===== config.mk =====
export PLATFORM = sky130hd
export DESIGN_NAME = spi_master_ctrl
export DESIGN_NICKNAME = d
export VERILOG_FILES = /design/src/rtl/spi_pkg.sv /design/src/rtl/spi_shift_reg.sv /design/src/rtl/spi_master_ctrl.sv
export SDC_FILE = /design/constraint.sdc
export NUM_CORES = 1
export LEC_CHECK = 0
export ABC_AREA = 1
export ABC_CLOCK_PERIOD_IN_PS = 2280
export CORE_AREA = 2 2 61 63
export DETAILED_ROUTE_END_ITERATION = 10
export DIE_AREA = 0 0 63 65
export HOLD_SLACK_MARGIN = 0.03
export PLACE_DENSITY = 0.74
export SLEW_MARGIN = 40
export SYNTH_ARGS = -nofsm -noshare
export SYNTH_HDL_FRONTEND = slang
export SYNTH_SLANG_ARGS = --single-unit

===== constraint.sdc =====
create_clock -name clk -period 2.28 [get_ports clk]
set_clock_uncertainty 0.1 [all_clocks]
set_input_delay 0.228 -clock clk [delete_from_list [all_inputs] [get_ports clk]]
set_output_delay 0.228 -clock clk [all_outputs]
set_load 0.05 [all_outputs]

===== src/rtl/spi_pkg.sv =====
// spi_pkg: command encodings, frame size and controller states shared by the SPI master.
package spi_pkg;
  localparam logic [1:0] CMD_WR_ADDR = 2'b00;
  localparam logic [1:0] CMD_WR_DATA = 2'b01;
  localparam logic [1:0] CMD_RD_ADDR = 2'b10;
  localparam logic [1:0] CMD_RD_DATA = 2'b11;
  localparam int FRAME_BITS = 10;
  typedef enum logic [2:0] {S_IDLE, S_SEL, S_SHIFT, S_WAIT, S_CAPTURE, S_GAP} state_e;
endpackage


===== src/rtl/spi_shift_reg.sv =====
// spi_shift_reg: one register serves as the 10-bit TX frame and as the 8-bit MISO capture.
module spi_shift_reg
  import spi_pkg::*;
(
  input  logic                  clk,
  input  logic                  rst,
  input  logic                  load_i,
  input  logic                  shift_out_i,
  input  logic                  shift_in_i,
  input  logic                  in_bit_i,
  input  logic [FRAME_BITS-1:0] load_val_i,
  output logic                  out_bit_o,
  output logic [7:0]            in_byte_o
);
  logic [FRAME_BITS-1:0] sr_q;
  always_ff @(posedge clk) begin
    if (rst) sr_q <= '0;
    else if (load_i) sr_q <= load_val_i;
    else if (shift_out_i) sr_q <= {sr_q[FRAME_BITS-2:0], 1'b0};
    else if (shift_in_i) sr_q <= {sr_q[FRAME_BITS-2:0], in_bit_i};
  end
  assign out_bit_o = sr_q[FRAME_BITS-1];
  // includes the bit being sampled this cycle, so the 8th sample yields the full byte
  assign in_byte_o = {sr_q[6:0], in_bit_i};
endmodule


===== src/rtl/spi_master_ctrl.sv =====
// spi_master_ctrl: turns one cmd/byte request into a framed SPI transfer and captures read-data replies.
module spi_master_ctrl
  import spi_pkg::*;
#(
  parameter int MISO_DELAY = 3,
  parameter int GAP        = 1
) (
  input  logic       clk,
  input  logic       rst,
  input  logic       req_valid,
  output logic       req_ready,
  input  logic [1:0] req_cmd,
  input  logic [7:0] req_byte,
  output logic       SS_n,
  output logic       MOSI,
  input  logic       MISO,
  output logic [7:0] rd_data,
  output logic       rd_valid,
  output logic       busy
);
  localparam int WMAX = MISO_DELAY > GAP ? MISO_DELAY : GAP;
  localparam int CMAX = WMAX > FRAME_BITS ? WMAX : FRAME_BITS;
  localparam int CW   = $clog2(CMAX + 1);
  state_e        state_q, state_d;
  logic [CW-1:0] cnt_q, cnt_d;
  logic [1:0]    cmd_q, cmd_d;
  logic [7:0]    rd_data_q, rd_data_d, in_byte;
  logic          ss_n_q, ss_n_d, mosi_q, mosi_d, ready_q, ready_d;
  logic          busy_q, busy_d, rd_valid_q, rd_valid_d;
  logic          fire, last, sr_out;
  assign fire = req_valid && ready_q;
  // per-state terminal count; the counter restarts on every state change
  assign last = cnt_q == (state_q == S_SHIFT   ? CW'(FRAME_BITS - 1) :
                          state_q == S_WAIT    ? CW'(MISO_DELAY - 1) :
                          state_q == S_CAPTURE ? CW'(7) : CW'(GAP - 1));
  spi_shift_reg u_sr (
    .clk         (clk),
    .rst         (rst),
    .load_i      (fire),
    .shift_out_i (state_d == S_SHIFT),
    .shift_in_i  (state_q == S_CAPTURE),
    .in_bit_i    (MISO),
    .load_val_i  ({req_cmd, req_cmd == CMD_RD_DATA ? 8'h00 : req_byte}),
    .out_bit_o   (sr_out),
    .in_byte_o   (in_byte)
  );
  always_comb begin
    state_d = state_q;
    case (state_q)
      S_IDLE:    state_d = fire ? S_SEL : S_IDLE;
      S_SEL:     state_d = S_SHIFT;
      S_SHIFT:   if (last) state_d = cmd_q != CMD_RD_DATA ? S_GAP : MISO_DELAY == 0 ? S_CAPTURE : S_WAIT;
      S_WAIT:    if (last) state_d = S_CAPTURE;
      S_CAPTURE: if (last) state_d = S_GAP;
      S_GAP:     if (last) state_d = S_IDLE;
      default:   state_d = S_IDLE;
    endcase
    cnt_d      = state_d == state_q ? cnt_q + 1'b1 : '0;
    cmd_d      = fire ? req_cmd : cmd_q;
    ss_n_d     = state_d inside {S_IDLE, S_GAP};
    mosi_d     = state_d == S_SEL ? req_cmd[1] : (state_d == S_SHIFT) && sr_out;
    ready_d    = state_d == S_IDLE;
    busy_d     = state_d != S_IDLE;
    rd_valid_d = state_q == S_CAPTURE && last;
    rd_data_d  = rd_valid_d ? in_byte : rd_data_q;
  end
  always_ff @(posedge clk) begin
    if (rst) begin
      state_q    <= S_IDLE;
      cnt_q      <= '0;
      cmd_q      <= '0;
      ss_n_q     <= 1'b1;
      mosi_q     <= 1'b0;
      ready_q    <= 1'b0;
      busy_q     <= 1'b0;
      rd_valid_q <= 1'b0;
      rd_data_q  <= '0;
    end else begin
      state_q    <= state_d;
      cnt_q      <= cnt_d;
      cmd_q      <= cmd_d;
      ss_n_q     <= ss_n_d;
      mosi_q     <= mosi_d;
      ready_q    <= ready_d;
      busy_q     <= busy_d;
      rd_valid_q <= rd_valid_d;
      rd_data_q  <= rd_data_d;
    end
  end
  assign req_ready = ready_q;
  assign SS_n      = ss_n_q;
  assign MOSI      = mosi_q;
  assign busy      = busy_q;
  assign rd_valid  = rd_valid_q;
  assign rd_data   = rd_data_q;
endmodule


==> results by group <==
Run status
  – Status: finished clean

Worst setup path
  – Crit end category: flip-flop
  – CP max-delay cell: dfxtp_1
  – Top cell by count, worst path: nand2_2
  – CP arrival: between 2 and 2.5 ns
  – Req. time, crit path: 2.42 ns
  – Worst Path Buf+Inv: 2
  – Crit path max fanout: 18
  – CP top delay family: simple AND/OR/NAND/NOR gates
  – Crit-path max cell delay: roughly 0.46 ns
  – CP Launch Type: flip-flop
  – Crit path kind: flip-flop to flip-flop
  – Worst-path cell chain: inv_2, nand3_4, inv_2, nand2_2, nand2_2, nor2_2, nand2_2, o21ai_4, nand2_4, nor2_8, nand2_4, nand2_8, nand2_1, o21ai_2, nor2_1

Logic synthesis
  – Mapped Cells: approximately 220
  – Synthesized area per cell: 7.73 µm²
  – Fraction of registers with async set/reset: 0%
  – Post-synthesis register bit count: 32
  – Ys flop type: dfxtp_1
  – Cell Area, Synth: about 1700 µm²
  – Synth area leader: dfxtp_1
  – Top cells by area, synth: dfxtp_1 (38%), nand2_1 (11%), nor2_1 (5.4%)
  – Synthesized Nets: ~230
  – Sequential fraction of the synthesis area: 38.4%
  – Number of synthesized flops with an enable pin: 0
  – Synth cell count leaders: nand2_1 (49), dfxtp_1 (32), nor2_1 (24)
  – Most numerous cell in the Yosys netlist: nand2_1
  – Yosys warns: 0
  – Post-synthesis cell type count: 33
  – Yosys top cell area share: 38.4%

Route
  – Initial DRC Count: 80
  – Drt first pass iters: 4
  – Via count: 1448
  – WL/cell: ~11 µm
  – Drt drc: 0
  – Detailed Route WL: 3390 µm
  – Vias per inst: ~4.9
  – Antenna-violating nets left: 0

Hold path
  – Hold WC Path Type: primary input to flip-flop

Global routing
  – First-pass GRT wire length: 6020 µm
  – Pin count of the biggest net entering global routing: 20
  – Vias in the first global route: 1335
  – Initial antenna violation count: 0
  – Gr usage total: 19.0%
  – Total grt overflow: 0

Clock network
  – Skew-Pair Late Insertion Delay: between 0.3 and 0.4 ns
  – Longest Clk Path Bufs: 2
  – CTS sink cnt: 32
  – CTS buffer count: 5
  – Cts hold-fix bufs: 0
  – Clock-pin slew on the worst setup and hold paths: approximately 0.11 ns
  – CTS tree: built
  – CTS H-tree depth: 2
  – Root buffer cell: clkbuf_4

Cells and area
  – Area Growth Syn to Fin: 22.6%
  – Diode count: 0
  – Share of layout cells above drive strength 1: 20.6%
  – Final #Nets: 262

STA
  – Worst slew margin: 66.0%
  – Final hold violations: 0
  – Period utilisation layout: about nine tenths
  – Worst Max-Slew Pin Slew: about 0.5 ns
  – RSZ-0062 raised after global routing: no
  – Final setup vio count: 0
  – Setup tns final: 0 ns
  – Fin. max-slew vios: 0
  – Final critical-path required period: around 2.0 ns
  – Max frequency: 488 MHz

Place
  – GPL Wtd Cong: between 0.8 and 0.9
  – Hpwl dp: 2590 µm
  – Port buffer count: 26

Power and ir drop
  – Pwr/cell area: 1260 nW/µm²
  – Total power: 2580 µW
  – Flop pwr share: 32.8%
  – Comb power frac: between 50% and 60%
  – Power Internal: 1420 µW
  – NetSw: about 1200 µW
  – Switching share of total power: 44.8%
  – Peak VDD IR: roughly 0.53 mV
  – Lkg Pwr: between 0.0008 and 0.0009 µW
  – Clock power frac: roughly 17%

Die
  – Die H: 65 µm
  – DIE WIDTH: 63 µm
  – Placeable Area: 3500 µm²
  – I/O pins: 27
  – Row cnt: 22
  – Initial Util: 47.7%
  – Die area: 4100 µm²

Run
  – Max-cap violations: 0
[through the flow]
stage | instance area (µm²) | hold slack, ns | utilization, % | cells | worst slack, ns
finish | 2050 | 0.340 | 58.6 | 296 | 0.232
CTS | 2050 | 0.334 | 58.5 | 296 | 0.131
floorplan | 1670 | 0.197 | - | 216 | 0.262
global placement | 1970 | 0.353 | 56.3 | 288 | 0.239
global route | 2050 | 0.375 | 58.6 | 296 | 0.00208
detailed placement | 1970 | 0.354 | 56.3 | 288 | 0.148
[registers in the layout, summed over array words and instances (netlist names)]
| name | cells |
|---|---|
| busy | 1 |
| cmd_q | 2 |
| cnt_q | 4 |
| rd_valid | 1 |
| u_sr.sr_q | 10 |
| rd_data | 8 |
| state_q | 3 |
| req_ready | 1 |
| MOSI | 1 |
| SS_n | 1 |
[cells by family after synthesis]
logic type | Yosys count | share of synthesized area (%)
buf+inv | 26 | 7.57
simple gates | 118 | 38.0
fa+ha+maj | 1 | 0.750
xor+xnor | 2 | 1.05
compound gates | 37 | 14.2
flops | 32 | 38.4
[layout make-up]
| class | instances | area (µm²) |
|---|---|---|
| tap | 48 | 60.1 |
| timing repair buffer | 29 | 283 |
| inverter | 21 | 83.8 |
| multi-input combinational | 158 | 902 |
| clock buffer | 6 | 41.3 |
| sequential | 32 | 642 |
| fill | 336 | 1450 |
| clock inverter | 2 | 35.0 |
[power by group through the flow]
stage | Combinational (µW) | Clock [µW] | Sequential (µW)
finish | 1300 | 428 | 845
global route | 1460 | 456 | 870
CTS | 1310 | 433 | 844
detailed placement | 1310 | 0 | 856
global placement | 1290 | 0 | 855
floorplan | 1040 | 0 | 915
[final timing paths]
| kind | from | endpoint | slack (ns) | cells past startpoint |
|---|---|---|---|---|
| max reg2reg | state_q[2] | u_sr.sr_q[2] | 0.23 | 15 |
| min | MISO | rd_data[0] | 0.34 | 3 |
| max | state_q[2] | u_sr.sr_q[2] | 0.23 | 15 |
| min reg2reg | cmd_q[1] | cmd_q[1] | 0.37 | 2 |
[layout by cell type (no fill, tap or decap), types with 2 or more instances in the layout]
master	n
nor3_1	3
nand3_2	3
nand3_1	15
dfxtp_1	31
clkbuf_4	5
o21ai_0	10
nor2_2	2
nand2_1	49
nand3_4	2
nor2_4	3
inv_1	15
a21oi_2	2
o21ai_2	7
buf_4	3
a31oi_1	2
clkdlybuf4s50_1	26
a21oi_1	12
inv_2	3
clkinv_1	2
nand2_4	5
nand2_2	9
nor2_1	24
[what timing repair did]
action,4_1_cts,5_1_grt
hold endpoints to repair,0,0
buffers inserted,0,0
resized for setup,0,1
endpoints found under the setup margin,0,13
[layer usage]
layer,up-vias,global-route usage [%],part of all wire (%)
li1,761,-,-
met1,641,24.7,48
met2,40,28.9,45
met3,6,5.38,5.0
met4,0,9.44,2.2
met5,-,0,0
[worst min-delay path, cell delays in order]
cell,delay (ns)
clkdlybuf4s50_1,0.39
inv_1,0.07
a21oi_1,0.05
Note: power is estimated with default switching activity, not from simulation.
